==> src/rtl/processor_core_if.sv <==
// Bus bundle between the core and its shared instruction/data memory.
// The master side is the core; the slave side is the memory block.
interface processor_core_if;
    logic [31:0] instr;
    logic [31:0] data_out;
    logic [31:0] data_in;
    logic [31:0] inst_addr;
    logic [31:0] data_addr;
    logic        mem_read_ctrlsig;
    logic        mem_write_ctrlsig;

    modport master (
        input  instr,
        input  data_out,
        output data_in,
        output inst_addr,
        output data_addr,
        output mem_read_ctrlsig,
        output mem_write_ctrlsig
    );

    modport slave (
        output instr,
        output data_out,
        input  data_in,
        input  inst_addr,
        input  data_addr,
        input  mem_read_ctrlsig,
        input  mem_write_ctrlsig
    );
endinterface

==> src/rtl/processor_core.sv <==
// Single-cycle 32-bit MIPS-subset core.
// One instruction is fetched and executed per enabled clock. All bus outputs
// are combinational from the PC, the current instruction word and the register
// file; the only state is the PC and the 32x32 register file.
module processor_core #(
    parameter logic [31:0] RESET_PC = 32'h0000_0000
) (
    input  logic                clk,
    input  logic                pc_reset,
    input  logic                pc_enable,
    processor_core_if.master    bus
);

    localparam logic [5:0] OP_RTYPE = 6'h00;
    localparam logic [5:0] OP_J     = 6'h02;
    localparam logic [5:0] OP_BEQ   = 6'h04;
    localparam logic [5:0] OP_BNE   = 6'h05;
    localparam logic [5:0] OP_ADDI  = 6'h08;
    localparam logic [5:0] OP_ANDI  = 6'h0C;
    localparam logic [5:0] OP_ORI   = 6'h0D;
    localparam logic [5:0] OP_LW    = 6'h23;
    localparam logic [5:0] OP_SW    = 6'h2B;

    localparam logic [5:0] FN_ADD   = 6'h20;
    localparam logic [5:0] FN_SUB   = 6'h22;
    localparam logic [5:0] FN_AND   = 6'h24;
    localparam logic [5:0] FN_OR    = 6'h25;
    localparam logic [5:0] FN_SLT   = 6'h2A;

    typedef enum logic [2:0] {
        ALU_ADD,
        ALU_SUB,
        ALU_AND,
        ALU_OR,
        ALU_SLT
    } alu_op_t;

    // Architectural state
    logic [31:0] r_pc;
    logic [31:0] r_regs [0:31];

    // Instruction fields
    logic [5:0]  w_op;
    logic [4:0]  w_rs;
    logic [4:0]  w_rt;
    logic [4:0]  w_rd;
    logic [4:0]  w_shamt;
    logic [5:0]  w_funct;
    logic [15:0] w_imm;
    logic [25:0] w_jidx;

    assign w_op    = bus.instr[31:26];
    assign w_rs    = bus.instr[25:21];
    assign w_rt    = bus.instr[20:16];
    assign w_rd    = bus.instr[15:11];
    assign w_shamt = bus.instr[10:6];
    assign w_funct = bus.instr[5:0];
    assign w_imm   = bus.instr[15:0];
    assign w_jidx  = bus.instr[25:0];

    // Decoded controls
    logic        w_reg_write;
    logic [4:0]  w_dst;
    logic        w_use_imm;
    logic        w_imm_zext;
    alu_op_t     w_alu_op;
    logic        w_is_lw;
    logic        w_is_sw;
    logic        w_is_beq;
    logic        w_is_bne;
    logic        w_is_j;

    // Datapath
    logic [31:0] w_rs_val;
    logic [31:0] w_rt_val;
    logic [31:0] w_imm_ext;
    logic [31:0] w_alu_b;
    logic [31:0] w_alu_res;
    logic [31:0] w_wb_data;
    logic [31:0] w_pc_plus4;
    logic [31:0] w_branch_target;
    logic [31:0] w_jump_target;
    logic [31:0] w_next_pc;
    logic        w_branch_taken;

    // Decode opcode/funct into datapath controls; anything unrecognised
    // leaves every control at its NOP default. R-type ALU ops with a nonzero
    // shamt field are non-canonical encodings and are also treated as NOP.
    always_comb begin
        w_reg_write = 1'b0;
        w_dst       = w_rt;
        w_use_imm   = 1'b0;
        w_imm_zext  = 1'b0;
        w_alu_op    = ALU_ADD;
        w_is_lw     = 1'b0;
        w_is_sw     = 1'b0;
        w_is_beq    = 1'b0;
        w_is_bne    = 1'b0;
        w_is_j      = 1'b0;
        unique case (w_op)
            OP_RTYPE: begin
                w_dst = w_rd;
                if (w_shamt == 5'd0) begin
                    unique case (w_funct)
                        FN_ADD: begin w_reg_write = 1'b1; w_alu_op = ALU_ADD; end
                        FN_SUB: begin w_reg_write = 1'b1; w_alu_op = ALU_SUB; end
                        FN_AND: begin w_reg_write = 1'b1; w_alu_op = ALU_AND; end
                        FN_OR:  begin w_reg_write = 1'b1; w_alu_op = ALU_OR;  end
                        FN_SLT: begin w_reg_write = 1'b1; w_alu_op = ALU_SLT; end
                        default: ;
                    endcase
                end
            end
            OP_ADDI: begin
                w_reg_write = 1'b1;
                w_use_imm   = 1'b1;
                w_alu_op    = ALU_ADD;
            end
            OP_ANDI: begin
                w_reg_write = 1'b1;
                w_use_imm   = 1'b1;
                w_imm_zext  = 1'b1;
                w_alu_op    = ALU_AND;
            end
            OP_ORI: begin
                w_reg_write = 1'b1;
                w_use_imm   = 1'b1;
                w_imm_zext  = 1'b1;
                w_alu_op    = ALU_OR;
            end
            OP_LW: begin
                w_reg_write = 1'b1;
                w_use_imm   = 1'b1;
                w_is_lw     = 1'b1;
            end
            OP_SW: begin
                w_use_imm   = 1'b1;
                w_is_sw     = 1'b1;
            end
            OP_BEQ: begin
                w_is_beq    = 1'b1;
                w_alu_op    = ALU_SUB;
            end
            OP_BNE: begin
                w_is_bne    = 1'b1;
                w_alu_op    = ALU_SUB;
            end
            OP_J: begin
                w_is_j      = 1'b1;
            end
            default: ;
        endcase
    end

    // $0 is hardwired to zero on both read ports.
    assign w_rs_val  = (w_rs == 5'd0) ? 32'h0 : r_regs[w_rs];
    assign w_rt_val  = (w_rt == 5'd0) ? 32'h0 : r_regs[w_rt];

    assign w_imm_ext = w_imm_zext ? {16'h0000, w_imm} : {{16{w_imm[15]}}, w_imm};
    assign w_alu_b   = w_use_imm ? w_imm_ext : w_rt_val;

    // ALU: wrap-around arithmetic, signed set-less-than.
    always_comb begin
        w_alu_res = 32'h0;
        unique case (w_alu_op)
            ALU_ADD: w_alu_res = w_rs_val + w_alu_b;
            ALU_SUB: w_alu_res = w_rs_val - w_alu_b;
            ALU_AND: w_alu_res = w_rs_val & w_alu_b;
            ALU_OR:  w_alu_res = w_rs_val | w_alu_b;
            ALU_SLT: w_alu_res = ($signed(w_rs_val) < $signed(w_alu_b)) ? 32'd1 : 32'd0;
            default: w_alu_res = 32'h0;
        endcase
    end

    assign w_wb_data = w_is_lw ? bus.data_out : w_alu_res;

    // Next-PC selection
    assign w_pc_plus4      = r_pc + 32'd4;
    assign w_branch_target = w_pc_plus4 + {w_imm_ext[29:0], 2'b00};
    assign w_jump_target   = {w_pc_plus4[31:28], w_jidx, 2'b00};
    assign w_branch_taken  = (w_is_beq && (w_rs_val == w_rt_val)) ||
                             (w_is_bne && (w_rs_val != w_rt_val));

    // Pick the successor PC: jump, taken branch, or sequential.
    always_comb begin
        w_next_pc = w_pc_plus4;
        if (w_is_j) begin
            w_next_pc = w_jump_target;
        end else if (w_branch_taken) begin
            w_next_pc = w_branch_target;
        end
    end

    // Bus outputs; the write strobe is suppressed while stalled so the
    // memory never captures a store that the core has not committed.
    assign bus.inst_addr         = r_pc;
    assign bus.data_addr         = w_alu_res;
    assign bus.data_in           = w_rt_val;
    assign bus.mem_read_ctrlsig  = w_is_lw;
    assign bus.mem_write_ctrlsig = w_is_sw & pc_enable;

    // Commit PC and register write-back; reset wins over enable.
    always_ff @(posedge clk) begin
        if (pc_reset) begin
            r_pc <= RESET_PC;
            for (int i = 0; i < 32; i++) begin
                r_regs[i] <= 32'h0;
            end
        end else if (pc_enable) begin
            r_pc <= w_next_pc;
            if (w_reg_write && (w_dst != 5'd0)) begin
                r_regs[w_dst] <= w_wb_data;
            end
        end
    end

endmodule

==> src/flat_wrapper.sv <==
// flat-port wrapper written by rule: the top's interface ports become plain ports
module processor_core_flat 
#(
    parameter logic [31:0] RESET_PC = 32'h0000_0000
)
  (clk, pc_reset, pc_enable, bus_instr, bus_data_out, bus_data_in, bus_inst_addr, bus_data_addr, bus_mem_read_ctrlsig, bus_mem_write_ctrlsig);
  processor_core_if bus_i ();
  input  logic clk;
  input  logic pc_reset;
  input  logic pc_enable;
  input wire logic [$bits(bus_i.instr)-1:0] bus_instr;
  input wire logic [$bits(bus_i.data_out)-1:0] bus_data_out;
  output wire logic [$bits(bus_i.data_in)-1:0] bus_data_in;
  output wire logic [$bits(bus_i.inst_addr)-1:0] bus_inst_addr;
  output wire logic [$bits(bus_i.data_addr)-1:0] bus_data_addr;
  output wire logic [$bits(bus_i.mem_read_ctrlsig)-1:0] bus_mem_read_ctrlsig;
  output wire logic [$bits(bus_i.mem_write_ctrlsig)-1:0] bus_mem_write_ctrlsig;
  assign bus_i.instr = bus_instr;
  assign bus_i.data_out = bus_data_out;
  assign bus_data_in = bus_i.data_in;
  assign bus_inst_addr = bus_i.inst_addr;
  assign bus_data_addr = bus_i.data_addr;
  assign bus_mem_read_ctrlsig = bus_i.mem_read_ctrlsig;
  assign bus_mem_write_ctrlsig = bus_i.mem_write_ctrlsig;
  processor_core #(.RESET_PC(RESET_PC)) u_core (.clk(clk), .pc_reset(pc_reset), .pc_enable(pc_enable), .bus(bus_i));
endmodule
==> config.mk <==
export PLATFORM = sky130hd
export DESIGN_NAME = processor_core_flat
export DESIGN_NICKNAME = d
export VERILOG_FILES = /design/src/rtl/processor_core_if.sv /design/src/rtl/processor_core.sv /design/src/flat_wrapper.sv
export SDC_FILE = /design/constraint.sdc
export NUM_CORES = 2
export LEC_CHECK = 0
export ABC_CLOCK_PERIOD_IN_PS = 8850
export CORE_MARGIN = 4
export CORE_UTILIZATION = 25
export CTS_CLUSTER_DIAMETER = 100
export DETAILED_ROUTE_END_ITERATION = 7
export HOLD_SLACK_MARGIN = 0.05
export PLACE_DENSITY_LB_ADDON = 0.05
export SLEW_MARGIN = 20
export SYNTH_ARGS = -nofsm -noshare
export SYNTH_HDL_FRONTEND = slang
export SYNTH_SLANG_ARGS = --single-unit
==> constraint.sdc <==
create_clock -name clk -period 8.85 [get_ports clk]
set_input_delay 0.885 -clock clk [delete_from_list [all_inputs] [get_ports clk]]
set_output_delay 0.885 -clock clk [all_outputs]
set_load 0.02 [all_outputs]
==> flow_summary.yaml <==
critical_path:
  cp-start-kind: "input pin"
  worstPathRequired_ps: 7970
  r2r_cells: 20
  r2r_end: "u_core.r_regs[18][20]$_SDFFCE_PN0P_"
  crit_type: "input pin to output port"
  cp-end-kind: "output port"
  slowest_stage: "buf_4"
  crit_buf_inv: 5
  reg2reg_slack_ps: 2020
  cp_top_family: "compound AO/OA/AOI/OAI gates"
  slowest_delay_ps: 730
  cp.arrival_ps: 7570
  worstPathMaxFanout: 37
  critical_path.cell_chain: "buf_8, buf_4, mux4_2, a22o_1, a2111oi_0, or3_1, inv_1, ha_1, nand4_1, or4_1, o21ai_0, a31oi_1, a2111o_1, a31oi_1, nor2_1, o21ai_0, buf_4, clkdlybuf4s50_1"
  reg2reg_from: "u_core.r_regs[17][12]$_SDFFCE_PN0P_"
placement:
  hpwl_mm: 211
  gp_congestion: 0.860
  port_buffers: 162
global_routing:
  overflow: 0
  grt_util_all_layers_pct: 24.2
  grt_pass1_vias: 47000
  grt_use_met1_pct: 34.6
  grt_util_met3_pct: 3.33
  grt_max_degree: 61
  grt-busiest-layer: "met2"
  grt_pass1_wl_mm: 430
  antenna_found_initial: 21
  grt.met2_usage_pct: 39.6
route:
  ant_nets: 0
  wirelength_mm: 320
  route.detailed.drc: 0
  num_vias: 46900
  drtIter0Drc: 4773
  wl_per_cell_um: 37.3
  vias_per_cell: 5.47
  drt-pass1-iter-count: 6
pwr:
  fin_total_pwr_mw: 15.5
  p_leak_nw: 25.8
  p_seq_share_pct: 37.1
  p_int_mw: 10.1
  clkPwrFrac_pct: 35.8
  p_sw_mw: 5.42
  peakVddDrop_mv: 0.137
  netSwitchingFraction_pct: 35.0
  powerDensity_mw_per_mm2: 210
  share_comb_of_total_power_pct: 27.1
timing:
  setup-violations-final: 0
  tightest_slew_ps: 1320
  fin_crit_ps: 8460
  grt_setup_unrepaired: "false"
  fin_crit_sh_pct: 95.6
  slew_headroom_pct: 11.7
  setup_tns_ps: 0
  hold_viol_final: 0
  slew_viol_final: 0
  fmax_ghz: 0.118
  skew_ps: 50.9
logic_synthesis:
  synth_top_flop_cell: "edfxtp_1"
  synth_area_per_cell_um2: 12.6
  yosys_register_bits: 1054
  synthTopCellsByArea: "edfxtp_1 (49%), mux4_2 (18%), nor2_1 (5.1%)"
  ys_types: 94
  yosysSeqAreaShare_pct: 50.2
  synth-edff-count: 1024
  synth_top_area_share_pct: 49.3
  yosys_warnings: 0
  syn_inst: 4943
  yosys-top-cells-count: "edfxtp_1 (1,024), nor2_1 (848), mux4_2 (486)"
  netlist_area_mm2: 0.0624
  synth_most_common_cell: "edfxtp_1"
  postSynth.asyncResetShare_pct: 0
  yosys.area.top_type: "edfxtp_1"
worst_hold_path:
  hold_start: "u_core.bus.inst_addr[21]$_SDFFE_PP0P_"
  whs_path_depth: 2
  hold_path.class: "flip-flop to flip-flop"
  holdPathEnd: "u_core.bus.inst_addr[21]$_SDFFE_PP0P_"
floorplanning:
  die-area_mm2: 0.258
  ios: 165
  die_x_um: 508
  core_area_mm2: 0.248
  rows: 183
  initial_utilization_pct: 25.1
  die_h_um: 508
clock_network:
  post_cts_buffers: 0
  cts_made_buffers: 140
  insertion_delay_ps: 820
  cts_max_level: 4
  cts_resized: 0
  clockBufferDepth: 3
  cts_tree: "done"
  clk_pin_slew_ps: 60
  cts.sink_count: 1054
  clockRootBuffer: "clkbuf_16"
  hold_buffers: 0
job:
  maxCapViolCount: 0
finish:
  syn_to_final_growth_pct: 18.3
  fin_nets: 5338
  drive_gt1_share_pct: 23.9
outcome:
  run_status: "finished clean"
[power by group through the flow]
stage	sequential, mW	clock [mW]	combinational, mW
floorplan	5.80	0	2.10
global placement	5.84	0	4.21
detailed placement	5.84	0	4.18
CTS	5.73	5.66	4.19
global route	5.75	5.86	4.38
finish	5.74	5.54	4.19
[worst max-delay path by stage]
stage | depth (start not counted) | startpoint | end | slack (ps)
floorplan | 27 | bus_instr[16] | bus_data_addr[30] | 1660
finish | 18 | bus_instr[21] | bus_data_addr[31] | 390
detailed placement | 18 | bus_instr[21] | bus_data_addr[31] | 380
global placement | 18 | bus_instr[21] | bus_data_addr[31] | 310
CTS | 18 | bus_instr[21] | bus_data_addr[31] | 370
global route | 18 | bus_instr[21] | bus_data_addr[31] | 70
[metrics by stage]
step / setup slack, ps / hold WS (ps) / instance area (µm²) / util [%] / instances
after floorplan: 1660 / 590 / 62500 / - / 4976
after global placement: 307 / 537 / 69500 / 28.0 / 8324
after detailed placement: 378 / 542 / 69500 / 28.0 / 8324
after CTS: 368 / 553 / 73800 / 29.7 / 8569
after global routing: 66.5 / 575 / 73800 / 29.7 / 8571
final: 391 / 544 / 73800 / 29.7 / 8576
[kinds of logic after synthesis]
logic type               synth area share [%]
AO/OA/AOI/OAI                            9.11
multiplexers                             21.1
other                                 0.00601
adder cells (fa/ha/maj)                  2.72
flip-flops                               50.2
buffers and inverters                    4.79
AND/OR/NAND/NOR                          10.7
XOR/XNOR                                 1.37
[state kept, by name, indices dropped and copies added (netlist names)]
register,cells
u_core.r_regs,1024
u_core.bus.inst_addr,30
[worst reg2reg max path, stage by stage, from the launching register on]
cell	delay [ps]
edfxtp_1	420
mux2_2	290
a221oi_1	1000
a22oi_1	240
o211a_1	390
and2_1	270
ha_1	390
nand3_1	120
or2_2	290
a2111oi_0	570
buf_4	200
o21ai_0	150
buf_4	190
a21oi_1	210
a21oi_1	110
o311ai_0	810
xnor2_1	210
buf_4	150
o211a_1	200
buf_12	220
nor3_1	160
[cell usage in the layout (no fill, tap or decap), drive strengths merged, types with 13 or more instances in the layout]
cell              n
edfxtp         1024
nor2            849
mux4            490
buf             368
nand2           252
nor3            208
clkbuf          167
clkdlybuf4s50   146
mux2i           139
a21oi           136
inv             135
ha              131
o21ai            96
a211oi           95
clkinv           66
a311oi           64
mux2             64
xnor2            62
nand3            53
o22ai            49
o221ai           42
a22oi            41
nand4            36
xor2             36
a221oi           35
conb             34
o211ai           34
dfxtp            30
nand2b           29
a31oi            29
a21o             25
nor2b            25
a22o             22
and3             18
o21bai           16
a2111oi          14
or3              13
[layer usage]
layer / wire length, µm / vias to the layer above
met5: 13 / -
met1: 145000 / 25300
met4: 5520 / 2
li1: - / 19500
met3: 18300 / 287
met2: 151000 / 1791
[layout make-up]
type / count / area (µm²)
multi-input combinational: 3297 / 28900
antenna: 6 / 15.0
sequential: 1054 / 31400
timing repair buffer: 515 / 4600
inverter: 129 / 487
clock buffer: 166 / 3600
clock inverter: 79 / 724
tap: 3330 / 4170
fill: 25100 / 175000
(Power assumes the default switching activity.)
